[config.mk]
export PLATFORM = sky130hd
export DESIGN_NAME = param_data_memory
export DESIGN_NICKNAME = d
export VERILOG_FILES = /design/src/rtl/mem_pkg.sv /design/src/rtl/bytelane_ram.sv /design/src/rtl/param_data_memory.sv
export SDC_FILE = /design/constraint.sdc
export NUM_CORES = 2
export LEC_CHECK = 0
export CAP_MARGIN = 10
export CORE_MARGIN = 1
export CORE_UTILIZATION = 41
export CTS_CLUSTER_DIAMETER = 200
export DETAILED_ROUTE_END_ITERATION = 6
export SYNTH_ARGS = -nofsm -noshare
export SYNTH_HDL_FRONTEND = slang
export SYNTH_HIERARCHICAL = 1
export SYNTH_SLANG_ARGS = --single-unit
[constraint.sdc]
create_clock -name clk -period 4.9 [get_ports clk]
set_input_delay 0.98 -clock clk [delete_from_list [all_inputs] [get_ports clk]]
set_output_delay 0.98 -clock clk [all_outputs]
set_load 0.02 [all_outputs]
[src/rtl/mem_pkg.sv]
// Shared types and defaults for the parametrised data memory.
package mem_pkg;

    typedef enum logic {
        INIT = 1'b0,
        RUN  = 1'b1
    } state_t;

    localparam int DATA_W_DEF = 16;
    localparam int DEPTH_DEF  = 256;

    // Number of byte-offset address bits inside one word.
    function automatic int calc_off(input int data_w);
        return $clog2(data_w / 8);
    endfunction

endpackage

[src/rtl/bytelane_ram.sv]
// Byte-lane RAM: one 8-bit array per lane, synchronous per-lane write and registered read.
module bytelane_ram #(
    parameter int DATA_W = 16,
    parameter int DEPTH  = 256,
    parameter int IW     = $clog2(DEPTH)
) (
    input  logic                clk,
    input  logic [DATA_W/8-1:0] we,
    input  logic [IW-1:0]       widx,
    input  logic [DATA_W-1:0]   wdata,
    input  logic                re,
    input  logic [IW-1:0]       ridx,
    output logic [DATA_W-1:0]   rdata
);

    localparam int NB = DATA_W / 8;

    for (genvar i = 0; i < NB; i++) begin : g_lane
        logic [7:0] mem [DEPTH];
        logic [7:0] q;

        always_ff @(posedge clk) begin
            if (we[i]) begin
                mem[widx] <= wdata[8*i +: 8];
            end
        end

        // Read register only moves on a read, so the value holds while a response stalls.
        always_ff @(posedge clk) begin
            if (re) begin
                q <= mem[ridx];
            end
        end

        assign rdata[8*i +: 8] = q;
    end

endmodule

[src/rtl/param_data_memory.sv]
// Single-port byte-addressed data memory with zero-fill sequencer,
// valid/ready request/response handshake and error responses.
module param_data_memory
    import mem_pkg::*;
#(
    parameter int DATA_W = DATA_W_DEF,
    parameter int DEPTH  = DEPTH_DEF,
    parameter int ADDR_W = 16
) (
    input  logic                clk,
    input  logic                rst,
    input  logic                req_valid,
    output logic                req_ready,
    input  logic                req_write,
    input  logic [ADDR_W-1:0]   req_addr,
    input  logic [DATA_W-1:0]   req_wdata,
    input  logic [DATA_W/8-1:0] req_be,
    output logic                rsp_valid,
    input  logic                rsp_ready,
    output logic [DATA_W-1:0]   rsp_rdata,
    output logic                rsp_err,
    output logic                init_done,
    output logic                state_dbg
);

    // Handshake: a request transfers on an edge where req_valid && req_ready,
    // a response transfers on an edge where rsp_valid && rsp_ready.

    localparam int NB       = DATA_W / 8;
    localparam int OFF      = calc_off(DATA_W);
    localparam int IW       = $clog2(DEPTH);
    localparam int LOW_BITS = OFF + IW;
    localparam logic [ADDR_W-1:0] HI_MASK = {ADDR_W{1'b1}} << LOW_BITS;

    state_t        state;
    logic [IW-1:0] init_cnt;
    logic          rsp_rd;

    logic [IW-1:0] idx;
    logic          misaligned;
    logic          out_of_range;
    logic          err;
    logic          accept;

    logic [NB-1:0]     ram_we;
    logic [IW-1:0]     ram_widx;
    logic [DATA_W-1:0] ram_wdata;
    logic              ram_re;
    logic [DATA_W-1:0] ram_q;

    assign idx          = req_addr[LOW_BITS-1:OFF];
    assign misaligned   = |req_addr[OFF-1:0];
    assign out_of_range = |(req_addr & HI_MASK);
    assign err          = misaligned | out_of_range;

    assign init_done = (state == RUN);
    assign state_dbg = state;
    assign req_ready = init_done && (!rsp_valid || rsp_ready);
    assign accept    = req_valid && req_ready;

    always_comb begin
        ram_we    = '0;
        ram_widx  = idx;
        ram_wdata = req_wdata;
        ram_re    = 1'b0;
        if (state == INIT) begin
            ram_we    = '1;
            ram_widx  = init_cnt;
            ram_wdata = '0;
        end else if (accept && !err) begin
            if (req_write) begin
                ram_we = req_be;
            end else begin
                ram_re = 1'b1;
            end
        end
    end

    always_ff @(posedge clk or posedge rst) begin
        if (rst) begin
            state    <= INIT;
            init_cnt <= '0;
        end else if (state == INIT) begin
            if (init_cnt == IW'(DEPTH - 1)) begin
                state <= RUN;
            end else begin
                init_cnt <= init_cnt + 1'b1;
            end
        end
    end

    always_ff @(posedge clk or posedge rst) begin
        if (rst) begin
            rsp_valid <= 1'b0;
            rsp_err   <= 1'b0;
            rsp_rd    <= 1'b0;
        end else if (accept) begin
            rsp_valid <= 1'b1;
            rsp_err   <= err;
            rsp_rd    <= !req_write && !err;
        end else if (rsp_ready) begin
            rsp_valid <= 1'b0;
        end
    end

    // Read data lives in the RAM output register; writes and errors report zero.
    assign rsp_rdata = (rsp_valid && rsp_rd) ? ram_q : '0;

    bytelane_ram #(
        .DATA_W (DATA_W),
        .DEPTH  (DEPTH),
        .IW     (IW)
    ) u_ram (
        .clk   (clk),
        .we    (ram_we),
        .widx  (ram_widx),
        .wdata (ram_wdata),
        .re    (ram_re),
        .ridx  (idx),
        .rdata (ram_q)
    );

endmodule

# Word-level counts from Yosys, hierarchy flattened
# Memories as Yosys holds them, arrays and structs flattened. A register that Yosys moved wholly into a read port is not among the register bits.
# Cells that the tools add are included.
# W data, S select, Z words.
# op_classes
mux,17
addsub,1
n_mul,0
order_cmp,0
div,0
n_reduce_logical,12
shift,0
n_bitwise,3
eq_ne,1
# ops
operator,n
$mux W16,2
$mux W1,11
$add A8 B1 Y8 const B,1
$eq A8 B8 Y1 const B,1
$mux W8,1
$reduce_or A7 Y1,1
$mux W2,3
$logic_and A1 B1 Y1,5
$logic_not A1 Y1,3
$not A1 Y1,2
$reduce_and A2 Y1,1
$reduce_bool A2 Y1,1
$logic_or A1 B1 Y1,1
$or A1 B1 Y1,1
# totals
out_inout_bits,21
ramBits,4096
rom_bits,0
latch_bits,0
in_bits,39
mem_count,2
regBits,12
# mem_list
name,depth,word_bits,rd,rd_ports_with_merged_regs,wr,line,source
u_ram.g_lane[0].mem,256,8,1,1,1,bytelane_ram.sv:19,logic [7:0] mem [DEPTH];
u_ram.g_lane[1].mem,256,8,1,1,1,bytelane_ram.sv:19,

# Logic depth before layout (Yosys ltp)
# depth
depth_word,9
mapped_depth,12
depth_no_buf,7

# Modules after synthesis
# Netlist, hierarchy kept.
# modules_own_cells
mod,seq_area_each_um2,area_per_inst_um2,cells_per_inst,instances
bytelane_ram,123478.4,159980.9,7677,1
param_data_memory,300.3,935.9,100,1

# Least setup slack after synthesis
# Ideal clock, no wire load.
# synth_timing
path_kind,register -> register
from,"register state, in the netlist init_done"
to,memory u_ram.g_lane[1].mem[0][0] (data pin)
required_ns,4.033
synth_period_minus_slack_ns,5.161
setup_slack_ns,-0.261
arrival_time_ns,4.295
stages_incl_launch_ff,4
setup_time_ns,0.867
cell_sequence,dfrtp_1 > buf_2 > clkbuf_1 > and2_1
# synth_between
elab_chain_len,1
# synth_lines
item,line,source
"start, declared",param_data_memory.sv:35,state_t state;
"start signal, assigned",param_data_memory.sv:81,state <= INIT;
"start signal, assigned",param_data_memory.sv:85,state <= RUN;
$mux W16,param_data_memory.sv:66,if (state == INIT) begin
named net ram_wdata[8],param_data_memory.sv:47,logic [DATA_W-1:0] ram_wdata;
"end, declared",bytelane_ram.sv:19,
# The timed path passes the listed nets, and every way through them passes these cells.

# Final worst setup path
# layout_timing
from,register rsp_rd
to,output port rsp_rdata[1]
# layout_between
elab_chain_len,2
# layout_lines
item,line,source
"start, declared",param_data_memory.sv:37,logic rsp_rd;
"start signal, assigned",param_data_memory.sv:100,rsp_rd <= !req_write && !err;
$logic_and A1 B1 Y1,param_data_memory.sv:107,assign rsp_rdata = (rsp_valid && rsp_rd) ? ram_q : '0;
$mux W16,param_data_memory.sv:107,
"end, declared",param_data_memory.sv:20,"output logic [DATA_W-1:0] rsp_rdata,"
# No other way between the ends.

==> load_flow_metrics.sql <==
INSERT INTO impl_metrics (metric_group, metric, value, unit) VALUES
('run_status', 'status', 'finished clean', ''),
('logic_synthesis', 'synth-seq-area-share', '76.9', '%'),
('logic_synthesis', 'yosysWarnings', '6', ''),
('sta', 'unrepaired_setup_endpoints_after_global_routing', 'no', ''),
('clocking', 'clk_pin_slew_worst_paths', '0.06', 'ns'),
('logic_synthesis', 'yosysMostFrequentCell', 'sky130_fd_sc_hd__edfxtp_1', ''),
('setup_path', 'cp_num_buf_inv', '1', ''),
('setup_path', 'crit_path_start', 'rsp_rd', ''),
('sta', 'setup_viol', '0', ''),
('logic_synthesis', 'synth_top_area_share', '76.7', '%'),
('setup_path', 'reg2reg_end', 'u_ram/g_lane[1].mem[126][3]', ''),
('route', 'drtPass1Iterations', '6', ''),
('grt', 'gr_busiest_metal', 'met2', ''),
('logic_synthesis', 'synth.lib_cells_used.distinct', '59', ''),
('route', 'route.detailed.vias_per_inst', '5.78', ''),
('route', 'vias', '81900', ''),
('die', 'placement_rows', '229', ''),
('die', 'dieWidth', '628', 'µm'),
('logic_synthesis', 'asyncSetResetFlopFracSynth', '0.291', '%'),
('grt', 'grt_max_degree', '186', ''),
('die', 'die_y', '628', 'µm'),
('sta', 'layout_min_cycle_time', '4.08', 'ns'),
('placed_design', 'placed_area', '173000', 'µm²'),
('clocking', 'cts_tree', 'yes', ''),
('route', 'totalWireLength', '421000', 'µm'),
('setup_path', 'rr_worst_depth', '7', ''),
('clocking', 'total_of_cells_resized_after_clock_tree_synthesis', '0', ''),
('setup_path', 'timing.critical_path.required', '3.92', 'ns'),
('sta', 'final_max_slew_viol_count', '0', ''),
('route', 'routedWlPerCell', '29.8', 'µm'),
('clocking', 'cts_made_buffers', '415', ''),
('grt', 'track_usage', '21.0', '%'),
('grt', 'globalRouteMet3Util', '3.63', '%'),
('setup_path', 'crit_end', 'rsp_rdata[1]', ''),
('pwr', 'max-vdd-ir-drop', '0.000279', 'V'),
('sta', 'tightest_slew', '1.12', 'ns'),
('die', 'core-area', '390000', 'µm²'),
('layout', 'multi_input_logic_area', '34500', 'µm²'),
('placed_design', 'gp_congestion', '0.888', ''),
('logic_synthesis', 'dominantRegCellSynth', 'sky130_fd_sc_hd__edfxtp_1', ''),
('grt', 'antenna_found_initial', '20', ''),
('placed_design', 'place_hpwl', '264000', 'µm'),
('sta', 'final-hold-violation-count', '0', ''),
('sta', 'post-route-worst-setup-slack', '0.820', 'ns'),
('clocking', 'cts.hold.buffers_added', '0', ''),
('layout', 'regArea', '124000', 'µm²'),
('layout', 'fillers', '31500', ''),
('route', 'ant_nets', '0', ''),
('grt', 'met1_usage', '29.0', '%'),
('logic_synthesis', 'synth_top_cell_by_area', 'sky130_fd_sc_hd__edfxtp_1', ''),
('placed_design', 'dp_worst_setup_slack', '-0.00165', 'ns'),
('sta', 'clock-skew-final', '0.0552', 'ns'),
('grt', 'global_route_wire_length_before_repair', '606000', 'µm'),
('route', 'route.detailed.drc', '0', ''),
('sta', 'post-route-period-util', '83.3', '%'),
('die', 'initial_utilization', '41.3', '%'),
('route', 'detail_route.iter0.violations', '9662', ''),
('die', 'die_area', '395000', 'µm²'),
('sta', 'setup_total_negative_slack', '0', 'ns'),
('die', 'io_pins', '60', ''),
('setup_path', 'setup.worst_path.class', 'reg2out', ''),
('layout', 'area.growth.synth_to_final', '16.2', '%'),
('setup_path', 'worst_path_arrival_time', '3.10', 'ns'),
('setup_path', 'path_delay_family', 'flip-flops', ''),
('setup_path', 'worstPathCellList', 'and3_1 -> clkdlybuf4s50_1', ''),
('sta', 'whs', '0.478', 'ns'),
('grt', 'grt_overflow', '0', ''),
('setup_path', 'setup.worst_path.start_class', 'flop', ''),
('logic_synthesis', 'yosys-top-cells-count', 'sky130_fd_sc_hd__edfxtp_1, sky130_fd_sc_hd__mux4_2, sky130_fd_sc_hd__mux2i_1', ''),
('pwr', 'power_per_unit_of_standard_cell_area', '387', 'nW/µm²'),
('setup_path', 'cpMaxStageDelayCell', 'sky130_fd_sc_hd__dfrtp_2', '');
[kinds of logic after synthesis]
family                     Yosys count  share of synthesized area, %
adders and majority gates            1                       0.00777
buffers and inverters              505                          1.82
muxes                             1484                          15.4
AOI/OAI and AO/OA                  797                          3.52
xor gates and xnor gates             3                        0.0163
DFF                               4124                          76.9
and+or+nand+nor                    863                          2.32
[cells in the final DEF (no fill, tap or decap), drive strengths merged, types with 54 or more instances in the layout]
master and n:
mux4 784, a21oi 190, nand2 89, nor2 531, o22ai 172, buf 861
bufinv 61, clkdlybuf4s50 54, nor3 106, clkbuf 479, edfxtp 4112, o221ai 264
clkinv 195, mux2 77, mux2i 623
[final cells by class]
type / count / share of cell area, %
Tap cell: 5197 / 3.48
Inverter: 5 / 0.0167
Clock buffer: 478 / 5.76
Multi-Input combinational cell: 3148 / 18.4
Sequential cell: 4124 / 66.2
Timing Repair Buffer: 916 / 4.41
Antenna cell: 8 / 0.0107
Clock inverter: 279 / 1.66
[sequential cells by signal (all words and copies together), names as in the netlist]
register and count:
u_ram/g_lane.q 16, init_done 1, rsp_rd 1, init_cnt 8
rsp_valid 1, rsp_err 1, u_ram/g_lane.mem 4096
[stage by stage]
step                      total power [mW]  util, %  cells
after floorplan                       40.2        -   7777
after detailed placement              40.9     44.4  13400
after CTS                             72.9     47.9  14100
after global routing                  74.2     47.9  14200
final                                 72.4     47.9  14200
after global placement                40.8     44.4  13400
[power by group]
part           switching (mW)  leakage [nW]  internal [mW]  total, mW
clock network            13.3          6.80           18.9       32.3
registers                   0          28.6           38.2       38.2
logic                    1.20          15.1          0.715       1.92
total                    14.5          50.4           57.9       72.4
[how the worst min path moves through the flow]
stage	startpoint	to	slack (ns)
finish	rst	rsp_valid	0.48
global route	rst	rsp_valid	0.48
CTS	rst	rsp_err	0.45
detailed placement	rsp_err	rsp_err	0.52
global placement	init_cnt[0]	init_cnt[0]	0.51
floorplan	init_cnt[0]	init_cnt[0]	0.48
[metal layers]
layer | part of all wire (%) | up-vias
met5 | 0.013 | -
met4 | 3.4 | 8
met3 | 7.9 | 635
met2 | 48 | 3532
met1 | 40 | 43400
li1 | - | 34300
(Power assumes the default switching activity.)
